--- src/rtl/el2_bp_update_ctl_if.sv ---
// ---------------------------------------------------------------------------
// el2_bp_update_ctl_if
//   Bundle of all non-clock/reset signals of the branch-predictor update
//   controller: the EXU resolved-branch update handshake, the fetch-lookup
//   busy indication, the fence request/done pair, and the BTB/BHT write ports.
//
//   Parameters
//     IW  BTB/BHT index width
//     TW  BTB tag width
//     CW  BHT saturating counter width
//
//   Modports
//     master : EXU / fetch / fence side (drives updates, rd_busy, fence_req;
//              observes upd_ready, fence_done and the array write ports)
//     slave  : the update controller itself
// ---------------------------------------------------------------------------
interface el2_bp_update_ctl_if #(
    parameter int IW = 8,
    parameter int TW = 5,
    parameter int CW = 2
);
    // Resolved-branch update handshake
    logic          upd_valid;
    logic          upd_ready;
    logic [30:0]   upd_pc;
    logic          upd_taken;
    logic          upd_mispredict;
    logic [11:0]   upd_toffset;
    logic [CW-1:0] upd_ctr;

    // Array arbitration and fence sequencing
    logic          rd_busy;
    logic          fence_req;
    logic          fence_done;

    // BTB write port
    logic          btb_wr_en;
    logic [IW-1:0] btb_wr_index;
    logic [TW-1:0] btb_wr_tag;
    logic [11:0]   btb_wr_toffset;
    logic          btb_wr_valid;

    // BHT write port
    logic          bht_wr_en;
    logic [IW-1:0] bht_wr_index;
    logic [CW-1:0] bht_wr_ctr;

    modport master (
        output upd_valid, upd_pc, upd_taken, upd_mispredict, upd_toffset, upd_ctr,
        output rd_busy, fence_req,
        input  upd_ready, fence_done,
        input  btb_wr_en, btb_wr_index, btb_wr_tag, btb_wr_toffset, btb_wr_valid,
        input  bht_wr_en, bht_wr_index, bht_wr_ctr
    );

    modport slave (
        input  upd_valid, upd_pc, upd_taken, upd_mispredict, upd_toffset, upd_ctr,
        input  rd_busy, fence_req,
        output upd_ready, fence_done,
        output btb_wr_en, btb_wr_index, btb_wr_tag, btb_wr_toffset, btb_wr_valid,
        output bht_wr_en, bht_wr_index, bht_wr_ctr
    );
endinterface

--- src/rtl/el2_bp_update_ctl.sv ---
// ---------------------------------------------------------------------------
// el2_bp_update_ctl
//   Write side of the branch predictor arrays. Resolved-branch updates from
//   the EXU are hashed to a BTB/BHT index and tag at acceptance time and held
//   in a small FIFO. The FIFO head is written to the arrays on any cycle the
//   fetch lookup does not own them (rd_busy low). A fence request first drains
//   the FIFO and then walks every BTB index writing valid=0, finishing with a
//   one-cycle fence_done pulse.
//
//   Ports
//     clk    : clock
//     rst_l  : asynchronous active-low reset
//     bus    : el2_bp_update_ctl_if.slave
//                upd_*            update handshake (valid/ready) and payload
//                rd_busy          lookup owns the arrays; no pop this cycle
//                fence_req/done   invalidate request pulse / completion pulse
//                btb_wr_*         BTB write port (registered)
//                bht_wr_*         BHT write port (registered)
//
//   The index/tag hash here must match the lookup-side hash bit-for-bit.
// ---------------------------------------------------------------------------
module el2_bp_update_ctl #(
    parameter int BTB_ADDR_HI   = 9,
    parameter int BTB_ADDR_LO   = 2,
    parameter int BTB_BTAG_SIZE = 5,
    parameter int BHT_CTR_W     = 2,
    parameter int UPD_DEPTH     = 4
) (
    input  logic                 clk,
    input  logic                 rst_l,
    el2_bp_update_ctl_if.slave   bus
);

    localparam int IW   = BTB_ADDR_HI - BTB_ADDR_LO + 1;
    localparam int TW   = BTB_BTAG_SIZE;
    localparam int CW   = BHT_CTR_W;
    localparam int PW   = $clog2(UPD_DEPTH);
    localparam int CNTW = PW + 1;

    localparam logic [CW-1:0]   CTR_ONE  = CW'(1);
    localparam logic [PW-1:0]   PTR_ONE  = PW'(1);
    localparam logic [CNTW-1:0] CNT_ONE  = CNTW'(1);
    localparam logic [CNTW-1:0] FULL_CNT = CNTW'(UPD_DEPTH);
    localparam logic [IW-1:0]   IDX_ONE  = IW'(1);

    typedef enum logic [1:0] {
        ST_IDLE  = 2'd0,
        ST_DRAIN = 2'd1,
        ST_CLEAR = 2'd2
    } state_t;

    // One FIFO entry: hashed address plus everything needed to form the writes.
    typedef struct packed {
        logic [IW-1:0] index;
        logic [TW-1:0] tag;
        logic [11:0]   toffset;
        logic          taken;
        logic          mispredict;
        logic [CW-1:0] ctr;
    } entry_t;

    // Saturating counter step: never wraps past all-ones or below zero.
    function automatic logic [CW-1:0] next_ctr(input logic [CW-1:0] ctr, input logic taken);
        if (taken) begin
            return (ctr == '1) ? ctr : ctr + CTR_ONE;
        end
        return (ctr == '0) ? ctr : ctr - CTR_ONE;
    endfunction

    // ------------------------------------------------------------------
    // State
    // ------------------------------------------------------------------
    state_t          state_q,          state_d;
    logic [PW-1:0]   wr_ptr_q,         wr_ptr_d;
    logic [PW-1:0]   rd_ptr_q,         rd_ptr_d;
    logic [CNTW-1:0] count_q,          count_d;
    logic [IW-1:0]   clr_idx_q,        clr_idx_d;
    logic            upd_ready_q,      upd_ready_d;
    logic            fence_done_q,     fence_done_d;
    logic            btb_wr_en_q,      btb_wr_en_d;
    logic [IW-1:0]   btb_wr_index_q,   btb_wr_index_d;
    logic [TW-1:0]   btb_wr_tag_q,     btb_wr_tag_d;
    logic [11:0]     btb_wr_toffset_q, btb_wr_toffset_d;
    logic            btb_wr_valid_q,   btb_wr_valid_d;
    logic            bht_wr_en_q,      bht_wr_en_d;
    logic [IW-1:0]   bht_wr_index_q,   bht_wr_index_d;
    logic [CW-1:0]   bht_wr_ctr_q,     bht_wr_ctr_d;

    entry_t          mem [UPD_DEPTH];
    entry_t          enq_entry;
    entry_t          head;
    logic            enq;
    logic            pop;

    // Full byte-aligned PC; bit 0 is always zero for the halfword PC input.
    logic [31:0]     pc_full;
    logic            unused_pc_bits;

    assign pc_full        = {bus.upd_pc, 1'b0};
    assign unused_pc_bits = ^pc_full;

    // ------------------------------------------------------------------
    // Hash at enqueue: index folds the next IW bits above the index field
    // onto it; tag folds three TW-bit slices above the index field.
    // ------------------------------------------------------------------
    always_comb begin
        enq_entry.index      = pc_full[BTB_ADDR_HI:BTB_ADDR_LO]
                             ^ pc_full[BTB_ADDR_HI+IW:BTB_ADDR_HI+1];
        enq_entry.tag        = pc_full[BTB_ADDR_HI+TW:BTB_ADDR_HI+1]
                             ^ pc_full[BTB_ADDR_HI+2*TW:BTB_ADDR_HI+TW+1]
                             ^ pc_full[BTB_ADDR_HI+3*TW:BTB_ADDR_HI+2*TW+1];
        enq_entry.toffset    = bus.upd_toffset;
        enq_entry.taken      = bus.upd_taken;
        enq_entry.mispredict = bus.upd_mispredict;
        enq_entry.ctr        = bus.upd_ctr;
    end

    // ready is registered, so an accepted update always has a free slot and
    // a pop only frees space as seen by the following cycle's ready.
    assign enq  = bus.upd_valid & upd_ready_q;
    // Pop reads only registered occupancy: an entry enqueued this edge cannot
    // be written before the next cycle.
    assign pop  = (count_q != '0) & ~bus.rd_busy & (state_q != ST_CLEAR);
    assign head = mem[rd_ptr_q];

    // ------------------------------------------------------------------
    // Next-state and next-output logic
    // ------------------------------------------------------------------
    always_comb begin
        // NOTE: every signal written here gets a default first so no path leaves it unassigned (which would infer a latch).
        state_d          = state_q;
        wr_ptr_d         = wr_ptr_q;
        rd_ptr_d         = rd_ptr_q;
        count_d          = count_q;
        clr_idx_d        = clr_idx_q;
        fence_done_d     = 1'b0;
        btb_wr_en_d      = 1'b0;
        btb_wr_index_d   = '0;
        btb_wr_tag_d     = '0;
        btb_wr_toffset_d = '0;
        btb_wr_valid_d   = 1'b0;
        bht_wr_en_d      = 1'b0;
        bht_wr_index_d   = '0;
        bht_wr_ctr_d     = '0;

        if (enq) begin
            wr_ptr_d = wr_ptr_q + PTR_ONE;
        end
        if (pop) begin
            rd_ptr_d = rd_ptr_q + PTR_ONE;
        end

        unique case ({enq, pop})
            2'b10:   count_d = count_q + CNT_ONE;
            2'b01:   count_d = count_q - CNT_ONE;
            default: count_d = count_q;
        endcase

        // Head write: BHT always trains; BTB only learns taken mispredicts.
        if (pop) begin
            bht_wr_en_d    = 1'b1;
            bht_wr_index_d = head.index;
            bht_wr_ctr_d   = next_ctr(head.ctr, head.taken);
            if (head.mispredict && head.taken) begin
                btb_wr_en_d      = 1'b1;
                btb_wr_valid_d   = 1'b1;
                btb_wr_index_d   = head.index;
                btb_wr_tag_d     = head.tag;
                btb_wr_toffset_d = head.toffset;
            end
        end

        unique case (state_q)
            ST_IDLE: begin
                if (bus.fence_req) begin
                    state_d = ST_DRAIN;
                end
            end
            ST_DRAIN: begin
                // No new updates are accepted here, so an empty FIFO stays empty.
                if (count_q == '0) begin
                    state_d   = ST_CLEAR;
                    clr_idx_d = '0;
                end
            end
            ST_CLEAR: begin
                if (!bus.rd_busy) begin
                    btb_wr_en_d    = 1'b1;
                    btb_wr_valid_d = 1'b0;
                    btb_wr_index_d = clr_idx_q;
                    clr_idx_d      = clr_idx_q + IDX_ONE;
                    if (clr_idx_q == '1) begin
                        state_d      = ST_IDLE;
                        fence_done_d = 1'b1;
                    end
                end
            end
            default: begin
                state_d = ST_IDLE;
            end
        endcase

        upd_ready_d = (state_d == ST_IDLE) && (count_d != FULL_CNT);
    end

    // ------------------------------------------------------------------
    // FIFO storage
    // ------------------------------------------------------------------
    // NOTE: the entry array has no reset; occupancy is tracked by the reset pointers/count, so stale data is never read.
    always_ff @(posedge clk) begin
        if (enq) begin
            mem[wr_ptr_q] <= enq_entry;
        end
    end

    // ------------------------------------------------------------------
    // Control state and registered outputs
    // ------------------------------------------------------------------
    always_ff @(posedge clk or negedge rst_l) begin
        if (!rst_l) begin
            // NOTE: sequential state uses non-blocking assignment so every flop samples pre-edge values.
            state_q          <= ST_IDLE;
            wr_ptr_q         <= '0;
            rd_ptr_q         <= '0;
            count_q          <= '0;
            clr_idx_q        <= '0;
            upd_ready_q      <= 1'b0;
            fence_done_q     <= 1'b0;
            btb_wr_en_q      <= 1'b0;
            btb_wr_index_q   <= '0;
            btb_wr_tag_q     <= '0;
            btb_wr_toffset_q <= '0;
            btb_wr_valid_q   <= 1'b0;
            bht_wr_en_q      <= 1'b0;
            bht_wr_index_q   <= '0;
            bht_wr_ctr_q     <= '0;
        end else begin
            state_q          <= state_d;
            wr_ptr_q         <= wr_ptr_d;
            rd_ptr_q         <= rd_ptr_d;
            count_q          <= count_d;
            clr_idx_q        <= clr_idx_d;
            upd_ready_q      <= upd_ready_d;
            fence_done_q     <= fence_done_d;
            btb_wr_en_q      <= btb_wr_en_d;
            btb_wr_index_q   <= btb_wr_index_d;
            btb_wr_tag_q     <= btb_wr_tag_d;
            btb_wr_toffset_q <= btb_wr_toffset_d;
            btb_wr_valid_q   <= btb_wr_valid_d;
            bht_wr_en_q      <= bht_wr_en_d;
            bht_wr_index_q   <= bht_wr_index_d;
            bht_wr_ctr_q     <= bht_wr_ctr_d;
        end
    end

    assign bus.upd_ready      = upd_ready_q;
    assign bus.fence_done     = fence_done_q;
    assign bus.btb_wr_en      = btb_wr_en_q;
    assign bus.btb_wr_index   = btb_wr_index_q;
    assign bus.btb_wr_tag     = btb_wr_tag_q;
    assign bus.btb_wr_toffset = btb_wr_toffset_q;
    assign bus.btb_wr_valid   = btb_wr_valid_q;
    assign bus.bht_wr_en      = bht_wr_en_q;
    assign bus.bht_wr_index   = bht_wr_index_q;
    assign bus.bht_wr_ctr     = bht_wr_ctr_q;

endmodule
--- src/flat_wrapper.sv ---
// flat-port wrapper written by rule: the top's interface ports become plain ports
module el2_bp_update_ctl_flat 
#(
    parameter int BTB_ADDR_HI   = 9,
    parameter int BTB_ADDR_LO   = 2,
    parameter int BTB_BTAG_SIZE = 5,
    parameter int BHT_CTR_W     = 2,
    parameter int UPD_DEPTH     = 4
)
  (clk, rst_l, bus_upd_valid, bus_upd_pc, bus_upd_taken, bus_upd_mispredict, bus_upd_toffset, bus_upd_ctr, bus_rd_busy, bus_fence_req, bus_upd_ready, bus_fence_done, bus_btb_wr_en, bus_btb_wr_index, bus_btb_wr_tag, bus_btb_wr_toffset, bus_btb_wr_valid, bus_bht_wr_en, bus_bht_wr_index, bus_bht_wr_ctr);
  el2_bp_update_ctl_if bus_i ();
  input  logic clk;
  input  logic rst_l;
  input wire logic [$bits(bus_i.upd_valid)-1:0] bus_upd_valid;
  input wire logic [$bits(bus_i.upd_pc)-1:0] bus_upd_pc;
  input wire logic [$bits(bus_i.upd_taken)-1:0] bus_upd_taken;
  input wire logic [$bits(bus_i.upd_mispredict)-1:0] bus_upd_mispredict;
  input wire logic [$bits(bus_i.upd_toffset)-1:0] bus_upd_toffset;
  input wire logic [$bits(bus_i.upd_ctr)-1:0] bus_upd_ctr;
  input wire logic [$bits(bus_i.rd_busy)-1:0] bus_rd_busy;
  input wire logic [$bits(bus_i.fence_req)-1:0] bus_fence_req;
  output wire logic [$bits(bus_i.upd_ready)-1:0] bus_upd_ready;
  output wire logic [$bits(bus_i.fence_done)-1:0] bus_fence_done;
  output wire logic [$bits(bus_i.btb_wr_en)-1:0] bus_btb_wr_en;
  output wire logic [$bits(bus_i.btb_wr_index)-1:0] bus_btb_wr_index;
  output wire logic [$bits(bus_i.btb_wr_tag)-1:0] bus_btb_wr_tag;
  output wire logic [$bits(bus_i.btb_wr_toffset)-1:0] bus_btb_wr_toffset;
  output wire logic [$bits(bus_i.btb_wr_valid)-1:0] bus_btb_wr_valid;
  output wire logic [$bits(bus_i.bht_wr_en)-1:0] bus_bht_wr_en;
  output wire logic [$bits(bus_i.bht_wr_index)-1:0] bus_bht_wr_index;
  output wire logic [$bits(bus_i.bht_wr_ctr)-1:0] bus_bht_wr_ctr;
  assign bus_i.upd_valid = bus_upd_valid;
  assign bus_i.upd_pc = bus_upd_pc;
  assign bus_i.upd_taken = bus_upd_taken;
  assign bus_i.upd_mispredict = bus_upd_mispredict;
  assign bus_i.upd_toffset = bus_upd_toffset;
  assign bus_i.upd_ctr = bus_upd_ctr;
  assign bus_i.rd_busy = bus_rd_busy;
  assign bus_i.fence_req = bus_fence_req;
  assign bus_upd_ready = bus_i.upd_ready;
  assign bus_fence_done = bus_i.fence_done;
  assign bus_btb_wr_en = bus_i.btb_wr_en;
  assign bus_btb_wr_index = bus_i.btb_wr_index;
  assign bus_btb_wr_tag = bus_i.btb_wr_tag;
  assign bus_btb_wr_toffset = bus_i.btb_wr_toffset;
  assign bus_btb_wr_valid = bus_i.btb_wr_valid;
  assign bus_bht_wr_en = bus_i.bht_wr_en;
  assign bus_bht_wr_index = bus_i.bht_wr_index;
  assign bus_bht_wr_ctr = bus_i.bht_wr_ctr;
  el2_bp_update_ctl #(.BTB_ADDR_HI(BTB_ADDR_HI), .BTB_ADDR_LO(BTB_ADDR_LO), .BTB_BTAG_SIZE(BTB_BTAG_SIZE), .BHT_CTR_W(BHT_CTR_W), .UPD_DEPTH(UPD_DEPTH)) u_core (.clk(clk), .rst_l(rst_l), .bus(bus_i));
endmodule
--- config.mk ---
export PLATFORM = sky130hd
export DESIGN_NAME = el2_bp_update_ctl_flat
export DESIGN_NICKNAME = d
export VERILOG_FILES = /design/src/rtl/el2_bp_update_ctl_if.sv /design/src/rtl/el2_bp_update_ctl.sv /design/src/flat_wrapper.sv
export SDC_FILE = /design/constraint.sdc
export NUM_CORES = 1
export LEC_CHECK = 0
export CORE_MARGIN = 3
export CORE_UTILIZATION = 54
export CTS_CLUSTER_DIAMETER = 60
export DETAILED_ROUTE_END_ITERATION = 8
export PLACE_DENSITY = 0.89
export REMOVE_ABC_BUFFERS = 1
export SLEW_MARGIN = 20
export SYNTH_ARGS = -nofsm -noshare
export SYNTH_HDL_FRONTEND = slang
export SYNTH_SLANG_ARGS = --single-unit
export TNS_END_PERCENT = 1
--- constraint.sdc ---
create_clock -name clk -period 3.4 [get_ports clk]
set_clock_uncertainty 0.2 [all_clocks]
set_input_delay 0.85 -clock clk [delete_from_list [all_inputs] [get_ports clk]]
set_output_delay 0.85 -clock clk [all_outputs]
set_load 0.03 [all_outputs]
==> metrics.md <==
| Metric | Value |
|---|---|
| Run status | `completed` |
| DRC | `0` |
| Die X | `about 120 um` |
| VDD IR max | `514 uV` |
| Gr usage total | `0.215` |
| Routed wire per std cell | `21.4 um` |
| Startpoint Class | `primary input` |
| Mean Syn Cell Area | `19.0 um^2` |
| Vias in the first global route | `between 3000 and 4000` |
| Finished Layout Cells | `604` |
| Drt total wl | `12.9 mm` |
| First drt pass iteration count | `4` |
| P_leak | `3.04 nW` |
| Gate power share | `0.274` |
| Sequential-to-total area share from yosys stat | `0.745` |
| Clock buffer depth | `2` |
| Fillers | `around 700` |
| Number of instances in the placed design | `572` |
| P_sw | `0.00194 W` |
| Final design instance area without fill | `approximately 8200 um^2` |
| Reg power frac | `0.434` |
| H-tree depth | `4` |
| Port Buffer Count | `83` |
| FP Rows | `39` |
| CTS buffer count | `17` |
| Power density cells | `between 700 and 800 nW/um^2` |
| Multi-input logic area | `1560 um^2` |
| GRT overflow | `0` |
| Async set or reset register ratio after synthesis | `0.329` |
| First-pass GRT wire length | `approximately 21 mm` |
| CTS root buf | `clkbuf_16` |
| Hold Fails Final Rpt | `0` |
| Hold Crit Class | `register to register` |
| DP Wirelength | `8.07 mm` |
| Max Cap Violations | `0` |
| Die area | `13600 um^2` |
| Core area | `11700 um^2` |
| Remaining antenna violation count | `0` |
| Post CTS Setup Buffer Count | `0` |
| Share of layout cells above drive strength 1 | `0.180` |
| Post-CTS Resized | `0` |
| RSZ-0062 raised after global routing | `false` |
| Synth Warn # | `0` |
| Synthesis-to-layout area growth | `24.0%` |
| Final setup violating endpoints | `0` |
| Clk Latency, worst-skew pair | `0.42 ns` |
| DR iter-0 viols | `218` |
| Post-synth EDFFs | `116` |
| Slew headroom | `0.505` |
| Largest net degree at the start of global routing | `58` |
| Worst hold stages | `1` |
| DR vias/cell | `5.65` |
| Sw frac | `0.301` |
| R2R cell count | `10` |
| Final Wtd Congestion | `0.834` |
| Min Clock Period, post-route | `3.01 ns` |
| Layout Nets | `507` |
| Synthesized cell area | `6590 um^2` |
| # diodes | `0` |
| FF/Latch Area | `4910 um^2` |
| Vias | `about 3400` |
| Setup TNS | `0 ns` |
| Power share of the clock group | `0.292` |
| Critical Path End Type | `register` |
| Count of different cell masters after synthesis | `39` |
| Yosys reg bits | `173` |
| Critical path class | `primary input to register` |
| Critical path required time | `3.50 ns` |
| Placed cell area | `7590 um^2` |
| Die H | `117 um` |
| Main synth FF type | `edfxtp_1` |
| P_int | `0.00451 W` |
| Final Max Tran Viols | `0` |
| Clk slew on worst S/H paths | `0.06 ns` |
| Worst Tran Pin Value | `0.742 ns` |
| I/O pins | `approximately 90` |
| Gate Count Post-Synth | `347` |
| Starting Density | `0.565` |
| Clk sinks | `~170` |
| Fmax | `332 MHz` |
| Post-CTS Hold Buffers | `0` |
| Critical Path Fanout Max | `4` |
| Final core occ | `0.701` |
| CTS tree | `yes` |
| Initial antenna violation count | `0` |
| Arr. time, crit path | `3.12 ns` |
| Final period utilization | `0.887` |
cell usage after synthesis, types with 2 or more instances:
cell      number  area, um^2
a22o_1         7        61.3
and2_1        25         156
and3_1         5        31.3
buf_2          2        10.0
buf_4          3        22.5
buf_6          5        56.3
clkbuf_1       3        11.3
dfrtp_1       57        1430
edfxtp_1     116        3480
ha_1           6        75.1
inv_1          7        26.3
mux4_2        29         653
nand2_1       11        41.3
nand3_1        2        10.0
nand4_1        2        12.5
nor2_1        10        37.5
nor3_2         2        20.0
nor3b_1        3        22.5
o21ai_0        4        20.0
xnor2_1       18         158
xor2_1        12         105
path summary, 6_finish.rpt:
check | startpoint | endpoint | slack, ns
worst min-delay path | u_core.count_q[0] | u_core.count_q[0] | 0.32
worst max register to register | u_core.state_q[1] | u_core.bus.upd_ready | 0.74
worst max-delay path | bus_rd_busy | u_core.bus.upd_ready | 0.39
worst min register to register | u_core.count_q[0] | u_core.count_q[0] | 0.32
max in group asynchronous | rst_l | u_core.rd_ptr_q[0] | 2.10
min in group asynchronous | rst_l | u_core.bus.btb_wr_toffset[8] | 0.38
worst max-delay path, cell delays in order:
cell	delay [ns]
clkdlybuf4s50_1	0.47
or3_1	0.43
inv_1	0.10
ha_1	0.19
inv_1	0.06
fa_1	0.37
xor2_1	0.15
nor2_1	0.13
xnor2_1	0.13
o211a_1	0.25
layout make-up:
class | instances | area share
clock buffers | 20 | 0.0586
clock inverters | 12 | 0.0128
inverters | 7 | 0.00321
multi-input cells | 154 | 0.191
flip-flops and latches | 173 | 0.600
well taps | 143 | 0.0219
repair buffers | 95 | 0.112
power groups by stage:
| stage | registers (W) | clock network, W | logic [W] |
|---|---|---|---|
| floorplan | 0.00311 | 0 | 0.000782 |
| global placement | 0.00282 | 0 | 0.00168 |
| detailed placement | 0.00284 | 0 | 0.00177 |
| CTS | 0.00281 | 0.00192 | 0.00179 |
| global route | 0.00284 | 0.00200 | 0.00190 |
| finish | 0.00280 | 0.00189 | 0.00177 |
per-layer routing:
metal | track usage | share of wire
met5 | 0 | 0
met4 | 0.0727 | 0.015
met3 | 0.0674 | 0.068
met2 | 0.373 | 0.55
met1 | 0.255 | 0.36
through the flow:
step | worst slack [ns] | hold WS, ns | power, W
after floorplan | 0.388 | 0.269 | 0.00390
after global placement | 0.128 | 0.287 | 0.00449
after detailed placement | 0.0510 | 0.317 | 0.00461
after CTS | 0.420 | 0.328 | 0.00651
after global routing | 0.279 | 0.350 | 0.00674
final | 0.385 | 0.319 | 0.00645
state kept, by name, indices dropped and copies added (netlist names), 2 cells and up:
name / cells
u_core.bus.btb_wr_tag: 5
u_core.bus.btb_wr_toffset: 12
u_core.bus.btb_wr_index: 8
u_core.state_q: 2
u_core.bus.bht_wr_ctr: 2
u_core.wr_ptr_q: 2
u_core.rd_ptr_q: 2
u_core.count_q: 3
u_core.mem: 116
u_core.clr_idx_q: 8
u_core.bus.bht_wr_index: 8
cells in the final DEF (no fill, tap or decap), types with 2 or more instances in the layout:
cell             instances
nand4_1                  2
nor3b_1                  3
ha_1                     6
inv_6                    3
buf_4                   12
nor2_1                  10
xor2_1                  12
and3_2                   4
clkdlybuf4s50_1         82
o21ai_0                  4
clkbuf_16               19
a22o_1                   7
mux4_2                  29
nand3_1                  2
inv_1                    7
and2_1                  25
nand2_1                 11
nor3_2                   2
clkinv_2                 5
xnor2_1                 18
clkinv_4                 2
dfrtp_1                 56
edfxtp_1               116
logic make-up (layout without fill, tap and decap cells):
logic type	count (synthesis)	in the layout	synth area share
AND/OR/NAND/NOR	67	67	0.0584
flip-flops	173	173	0.745
XOR/XNOR	30	30	0.0398
multiplexers	31	31	0.102
buffers and inverters	20	134	0.0192
AO/OA/AOI/OAI	19	19	0.0213
adder cells (fa/ha/maj)	7	7	0.0144
(Power assumes the default switching activity.)
